**config.mk**
```make
export PLATFORM = sky130hd
export DESIGN_NAME = led_ws2812_serializer
export DESIGN_NICKNAME = d
export VERILOG_FILES = /design/src/rtl/led_ws2812_serializer.sv
export SDC_FILE = /design/constraint.sdc
export NUM_CORES = 1
export LEC_CHECK = 0
export BUFFER_PORTS_ARGS = -buffer_cell sky130_fd_sc_hd__buf_2
export CORE_UTILIZATION = 59
export DETAILED_ROUTE_END_ITERATION = 7
export PLACE_DENSITY = 0.8
export SLEW_MARGIN = 10
export SYNTH_ARGS = -nofsm -noshare
export SYNTH_HDL_FRONTEND = slang
export SYNTH_SLANG_ARGS = --single-unit
```
**constraint.sdc**
```tcl
create_clock -name clk -period 13.4 [get_ports clk]
set_clock_uncertainty 0.1 [all_clocks]
set_input_delay 1.34 -clock clk [delete_from_list [all_inputs] [get_ports clk]]
set_output_delay 1.34 -clock clk [all_outputs]
set_load 0.02 [all_outputs]
```
**src/rtl/led_ws2812_serializer.sv**
```systemverilog
`timescale 1ns/1ps
// Pixel-store reader and single-wire WS2812 serializer (GRB, MSB first, then a latch gap).
// Optional build macro SERPENTINE_EN: odd rows are read right-to-left for zig-zag wired panels.
module led_ws2812_serializer #(
    parameter int unsigned NUM_PIX = 64,
    parameter int unsigned BIT_CYC = 63,
    parameter int unsigned T0H_CYC = 20,
    parameter int unsigned T1H_CYC = 40,
    parameter int unsigned RST_CYC = 2500
) (
    input  logic                       clk,
    input  logic                       rst_n,
    input  logic                       start,
    input  logic                       upd_valid,
    output logic [$clog2(NUM_PIX)-1:0] pix_addr,
    input  logic [23:0]                pix_rgb,
    output logic                       dout,
    output logic                       busy,
    output logic                       frame_done
);

    localparam int unsigned AW   = $clog2(NUM_PIX);
    localparam int unsigned MAXC = (BIT_CYC > RST_CYC) ? BIT_CYC : RST_CYC;
    localparam int unsigned CW   = (MAXC > 1) ? $clog2(MAXC) : 1;

    localparam logic [CW-1:0] BIT_LAST = CW'(BIT_CYC - 1);
    localparam logic [CW-1:0] RST_LAST = CW'(RST_CYC - 1);
    localparam logic [CW-1:0] T0H      = CW'(T0H_CYC);
    localparam logic [CW-1:0] T1H      = CW'(T1H_CYC);
    localparam logic [AW-1:0] PIX_LAST = AW'(NUM_PIX - 1);

    typedef enum logic [1:0] {
        S_IDLE,
        S_LOAD,
        S_SHIFT,
        S_LATCH
    } state_t;

    state_t        state_q, state_d;
    logic          load2_q, load2_d;
    logic [CW-1:0] cnt_q,   cnt_d;
    logic [4:0]    bit_q,   bit_d;
    logic [AW-1:0] pix_q,   pix_d;
    logic [AW-1:0] addr_q,  addr_d;
    logic [23:0]   sh_q,    sh_d;
    logic          pend_q,  pend_d;
    logic          dout_q,  dout_d;
    logic          busy_q,  busy_d;
    logic          done_q,  done_d;

    function automatic logic [AW-1:0] pix_index(input logic [AW-1:0] p);
        logic [AW-1:0] r;
        r = p;
`ifdef SERPENTINE_EN
        if (p[3]) r[2:0] = ~p[2:0];
`endif
        return r;
    endfunction

    function automatic logic [23:0] to_grb(input logic [23:0] rgb);
        return {rgb[15:8], rgb[23:16], rgb[7:0]};
    endfunction

    always_comb begin
        state_d = state_q;
        load2_d = load2_q;
        cnt_d   = cnt_q;
        bit_d   = bit_q;
        pix_d   = pix_q;
        addr_d  = addr_q;
        sh_d    = sh_q;
        pend_d  = pend_q;

        unique case (state_q)
            S_IDLE: begin
                if (start || upd_valid || pend_q) begin
                    state_d = S_LOAD;
                    load2_d = 1'b0;
                    pend_d  = 1'b0;
                    addr_d  = pix_index('0);
                    pix_d   = '0;
                    cnt_d   = '0;
                end
            end
            S_LOAD: begin
                if (!load2_q) begin
                    load2_d = 1'b1;
                end else begin
                    sh_d    = to_grb(pix_rgb);
                    pix_d   = '0;
                    bit_d   = 5'd23;
                    cnt_d   = '0;
                    state_d = S_SHIFT;
                end
            end
            S_SHIFT: begin
                // Next pixel's address goes out a full pixel early so pix_rgb is stable by bit 0.
                if (cnt_q == '0 && bit_q == 5'd23 && pix_q != PIX_LAST)
                    addr_d = pix_index(pix_q + 1'b1);
                if (cnt_q == BIT_LAST) begin
                    cnt_d = '0;
                    if (bit_q != '0) begin
                        bit_d = bit_q - 1'b1;
                    end else if (pix_q == PIX_LAST) begin
                        state_d = S_LATCH;
                    end else begin
                        pix_d = pix_q + 1'b1;
                        bit_d = 5'd23;
                        sh_d  = to_grb(pix_rgb);
                    end
                end else begin
                    cnt_d = cnt_q + 1'b1;
                end
            end
            S_LATCH: begin
                if (cnt_q == RST_LAST) begin
                    state_d = S_IDLE;
                    cnt_d   = '0;
                end else begin
                    cnt_d = cnt_q + 1'b1;
                end
            end
            default: state_d = S_IDLE;
        endcase

        if (state_q != S_IDLE && upd_valid) pend_d = 1'b1;

        // Outputs are decoded from next-state values so they appear registered, glitch-free.
        dout_d = (state_d == S_SHIFT) && (cnt_d < (sh_d[bit_d] ? T1H : T0H));
        busy_d = (state_d != S_IDLE);
        done_d = (state_d == S_LATCH) && (cnt_d == RST_LAST);
    end

    always_ff @(posedge clk or negedge rst_n) begin
        if (!rst_n) begin
            state_q <= S_IDLE;
            load2_q <= 1'b0;
            cnt_q   <= '0;
            bit_q   <= '0;
            pix_q   <= '0;
            addr_q  <= '0;
            sh_q    <= '0;
            pend_q  <= 1'b0;
            dout_q  <= 1'b0;
            busy_q  <= 1'b0;
            done_q  <= 1'b0;
        end else begin
            state_q <= state_d;
            load2_q <= load2_d;
            cnt_q   <= cnt_d;
            bit_q   <= bit_d;
            pix_q   <= pix_d;
            addr_q  <= addr_d;
            sh_q    <= sh_d;
            pend_q  <= pend_d;
            dout_q  <= dout_d;
            busy_q  <= busy_d;
            done_q  <= done_d;
        end
    end

    assign pix_addr   = addr_q;
    assign dout       = dout_q;
    assign busy       = busy_q;
    assign frame_done = done_q;

endmodule

```
==> results.py <==
metrics = {
    "outcome": {
        "status": "finished, final reports clean",
    },
    "drt": {
        "wirelength_microns": 8370,
        "drc": 0,
        "vias": 3013,
        "dr.pass1.iters": 4,
        "routedWlPerCell_microns": 17.6,
        "drt-initial-drc-count": 215,
        "ant_nets": 0,
        "routed_via_density": 6.34,
    },
    "synth": {
        "synth_seq_cells": 60,
        "yosysWarnings": 0,
        "synthCells": 364,
        "synth.net_count": 406,
        "mappedNetlistArea_sq_um": 3690,
        "avgSynthCellArea_sq_um": 10.1,
        "synthDistinctLibCells": 80,
        "synthFlopType": "dfrtp_1",
        "ys_seq_area_share_pct": 40.7,
        "async_flop_share_pct": 100,
        "synth-edff-count": 0,
    },
    "timing": {
        "report.final.slew_viol_count": 0,
        "finalHoldViolCount": 0,
        "rsz0062_at_grt": "no",
        "worstMarginPinSlew_ps": 1040,
        "period_share_pct": 41.3,
        "max_slew_margin_pct": 31.0,
        "max_freq_mhz": 181,
        "period_needed_ps": 5530,
        "final.setup.tns_ps": 0,
        "holdWs_ps": 379,
        "setup_violations": 0,
    },
    "clock_network": {
        "cts_buffer_depth": 2,
        "ctsHtreeMaxLevel": 3,
        "postCtsResizedCells": 0,
        "clk_latency_ps": 360,
        "post-cts-setup-buffers": 0,
        "cts-hold-fix-buffers": 0,
        "cts_root_buffer": "clkbuf_8",
        "clock_sinks": 60,
        "cts.clk_slew.worst_paths_ps": 80,
        "tritoncts.num_buffers": 9,
        "cts_tree": "yes",
    },
    "critical_path": {
        "critical-path-max-stage-delay_ps": 700,
        "slowest_stage": "or4b_2",
        "crit_end": "dout$_DFF_PN0_",
        "startpoint": "bit_q[1]$_DFF_PN0_",
        "required_ps": 13590,
        "regToRegSetupSlack_ps": 7870,
        "worstSetupPathType": "flop to flop",
        "worst_setup_path_end_kind": "flop",
        "r2r-start": "bit_q[1]$_DFF_PN0_",
        "r2r-end": "dout$_DFF_PN0_",
        "cp.depth": 17,
        "critPathTopFamily": "simple AND/OR/NAND/NOR gates",
        "cp_cell_sequence": "inv_1, ha_1, or4b_2, nor3_2, nor4_1, nor2_1, clkinv_1, a221oi_1, o31ai_1, o211a_1, nor3_2, ha_1, a211o_1, or4_2, nor3_1, o21a_2, a31o_1",
        "cp_num_buf_inv": 2,
        "crit_arrival_ps": 5720,
        "crit_path_max_fanout": 6,
        "rr_worst_depth": 17,
        "startpoint_type": "flop",
    },
    "final_layout": {
        "n_fill_cell": 456,
        "final_common_cell": "dfrtp_1",
        "fin_nets": 437,
        "fin_area_sq_um": 4060,
        "multiInputGateArea_sq_um": 1970,
        "layout_common_cells": "60 x dfrtp_1, 36 x buf_2, 32 x nand2_1",
        "antenna_cells": 0,
        "utilization_pct": 67.8,
        "drive_above_1_share_pct": 22.8,
        "syn2layout_area_growth_pct": 9.89,
        "seq_area_sq_um": 1500,
    },
    "hold_path": {
        "hp-class": "flop to flop",
    },
    "pwr": {
        "pwr_density_cell_nw_per_um2": 96.9,
        "report.power.total_mw": 0.393,
        "worst_ir_drop_vdd_v": 0.0000694,
        "leakagePower_nw": 1.90,
    },
    "floorplan": {
        "die_w_microns": 81.1,
        "coreArea_sq_um": 5990,
        "ios": 37,
        "dieArea_sq_um": 6580,
        "rows": 28,
        "die_h_microns": 81.1,
        "initial_utilization_pct": 61.7,
    },
    "place": {
        "gp_congestion": 0.884,
        "placed_area_sq_um": 3820,
        "post-dp-hpwl_microns": 5800,
        "io_buffer_count": 36,
    },
    "flow_run": {
        "cap_viol_max_count": 0,
    },
    "grt": {
        "grt_pass1_vias": 2828,
        "grt_overflow": 0,
        "grt_first_pass_wirelength_microns": 13500,
        "grtUsageTotal_pct": 27.6,
        "grt_max_degree": 61,
        "grt_antenna_before_repair": 0,
    },
}
## worst register-to-register path, stage by stage (launching register included)
cell      delay, ps
dfrtp_1         460
inv_1            80
ha_1            230
or4b_2          710
nor3_2          340
nor4_1           90
nor2_1          440
clkinv_1        330
a221oi_1        300
o31ai_1         150
o211a_1         240
nor3_2          350
ha_1            330
a211o_1         260
or4_2           540
nor3_1          250
o21a_2          190
a31o_1           90
## through the flow
step,setup slack [ps],cells
floorplan,8730,364
global placement,8220,459
detailed placement,8130,459
CTS,7980,475
global route,7590,475
finish,7870,475
## cells in the mapped netlist (all sizes together), types with 3 or more instances
cell type / count / area share, %
mux2i: 5 / 1.4
nand4: 3 / 0.51
ha: 14 / 4.7
buf: 9 / 2.3
dfrtp: 60 / 41
nand2b: 4 / 0.68
nand2: 32 / 3.3
a31oi: 3 / 0.51
nor2: 16 / 1.6
a22o: 29 / 6.9
nor4b: 3 / 0.88
and2: 3 / 0.54
o21ai: 23 / 3.2
a21oi: 14 / 2.2
o31ai: 8 / 1.8
or3: 4 / 0.81
xnor2: 3 / 0.71
inv: 16 / 1.6
nor2b: 5 / 0.85
a221oi: 4 / 1.6
nor3: 8 / 1.4
clkbuf: 9 / 2.0
nor4: 10 / 1.7
or4: 7 / 1.7
and3: 3 / 0.58
a211oi: 4 / 0.95
nand3: 17 / 2.4
mux2: 9 / 2.8
o22ai: 3 / 0.51
## cell type report
cell class / count / area share (%)
multi-input combinational: 269 / 48.5
sequential: 60 / 37.0
timing repair buffer: 38 / 4.81
clock buffer: 11 / 3.73
tap: 75 / 2.31
clock inverter: 5 / 2.07
inverter: 17 / 1.57
## sequential cells by signal, summed over array words and instances (netlist names), 2 cells and up
name and flops:
pix_addr 6, bit_q 5, sh_q 24, state_q 2, pix_q 6, cnt_q 12
## how the worst min path moves through the flow
stage                             from  slack (ps)                 end  cells after the start
CTS                 sh_q[23]$_DFF_PN0_         380  sh_q[23]$_DFF_PN0_                      2
floorplan           sh_q[23]$_DFF_PN0_         350  sh_q[23]$_DFF_PN0_                      2
global placement    sh_q[23]$_DFF_PN0_         360  sh_q[23]$_DFF_PN0_                      2
detailed placement  sh_q[23]$_DFF_PN0_         370  sh_q[23]$_DFF_PN0_                      2
finish              sh_q[23]$_DFF_PN0_         380  sh_q[23]$_DFF_PN0_                      2
global route        sh_q[20]$_DFF_PN0_         420  sh_q[20]$_DFF_PN0_                      1
## power by group
group / internal, mW / switching (mW) / total (mW)
logic: 0.00846 / 0.00834 / 0.0168
clock network: 0.115 / 0.0745 / 0.190
registers: 0.185 / 0.00192 / 0.187
total: 0.308 / 0.0847 / 0.393
## cells by family after synthesis
| group | share of synthesized area [%] |
|---|---|
| buf+inv | 6.03 |
| compound gates | 24.1 |
| simple gates | 19.1 |
| xor+xnor | 1.19 |
| mux | 4.20 |
| fa+ha+maj | 4.74 |
| flops | 40.7 |
## metal layers
layer  up-vias  GRT usage, %  share of wire, %
met4         0          12.1               2.2
met5         -             0                 0
li1       1438             -                 -
met1      1475          36.6                47
met2        82          41.9                46
met3        18          7.75               4.5
Power figures use the tool's default switching activity.
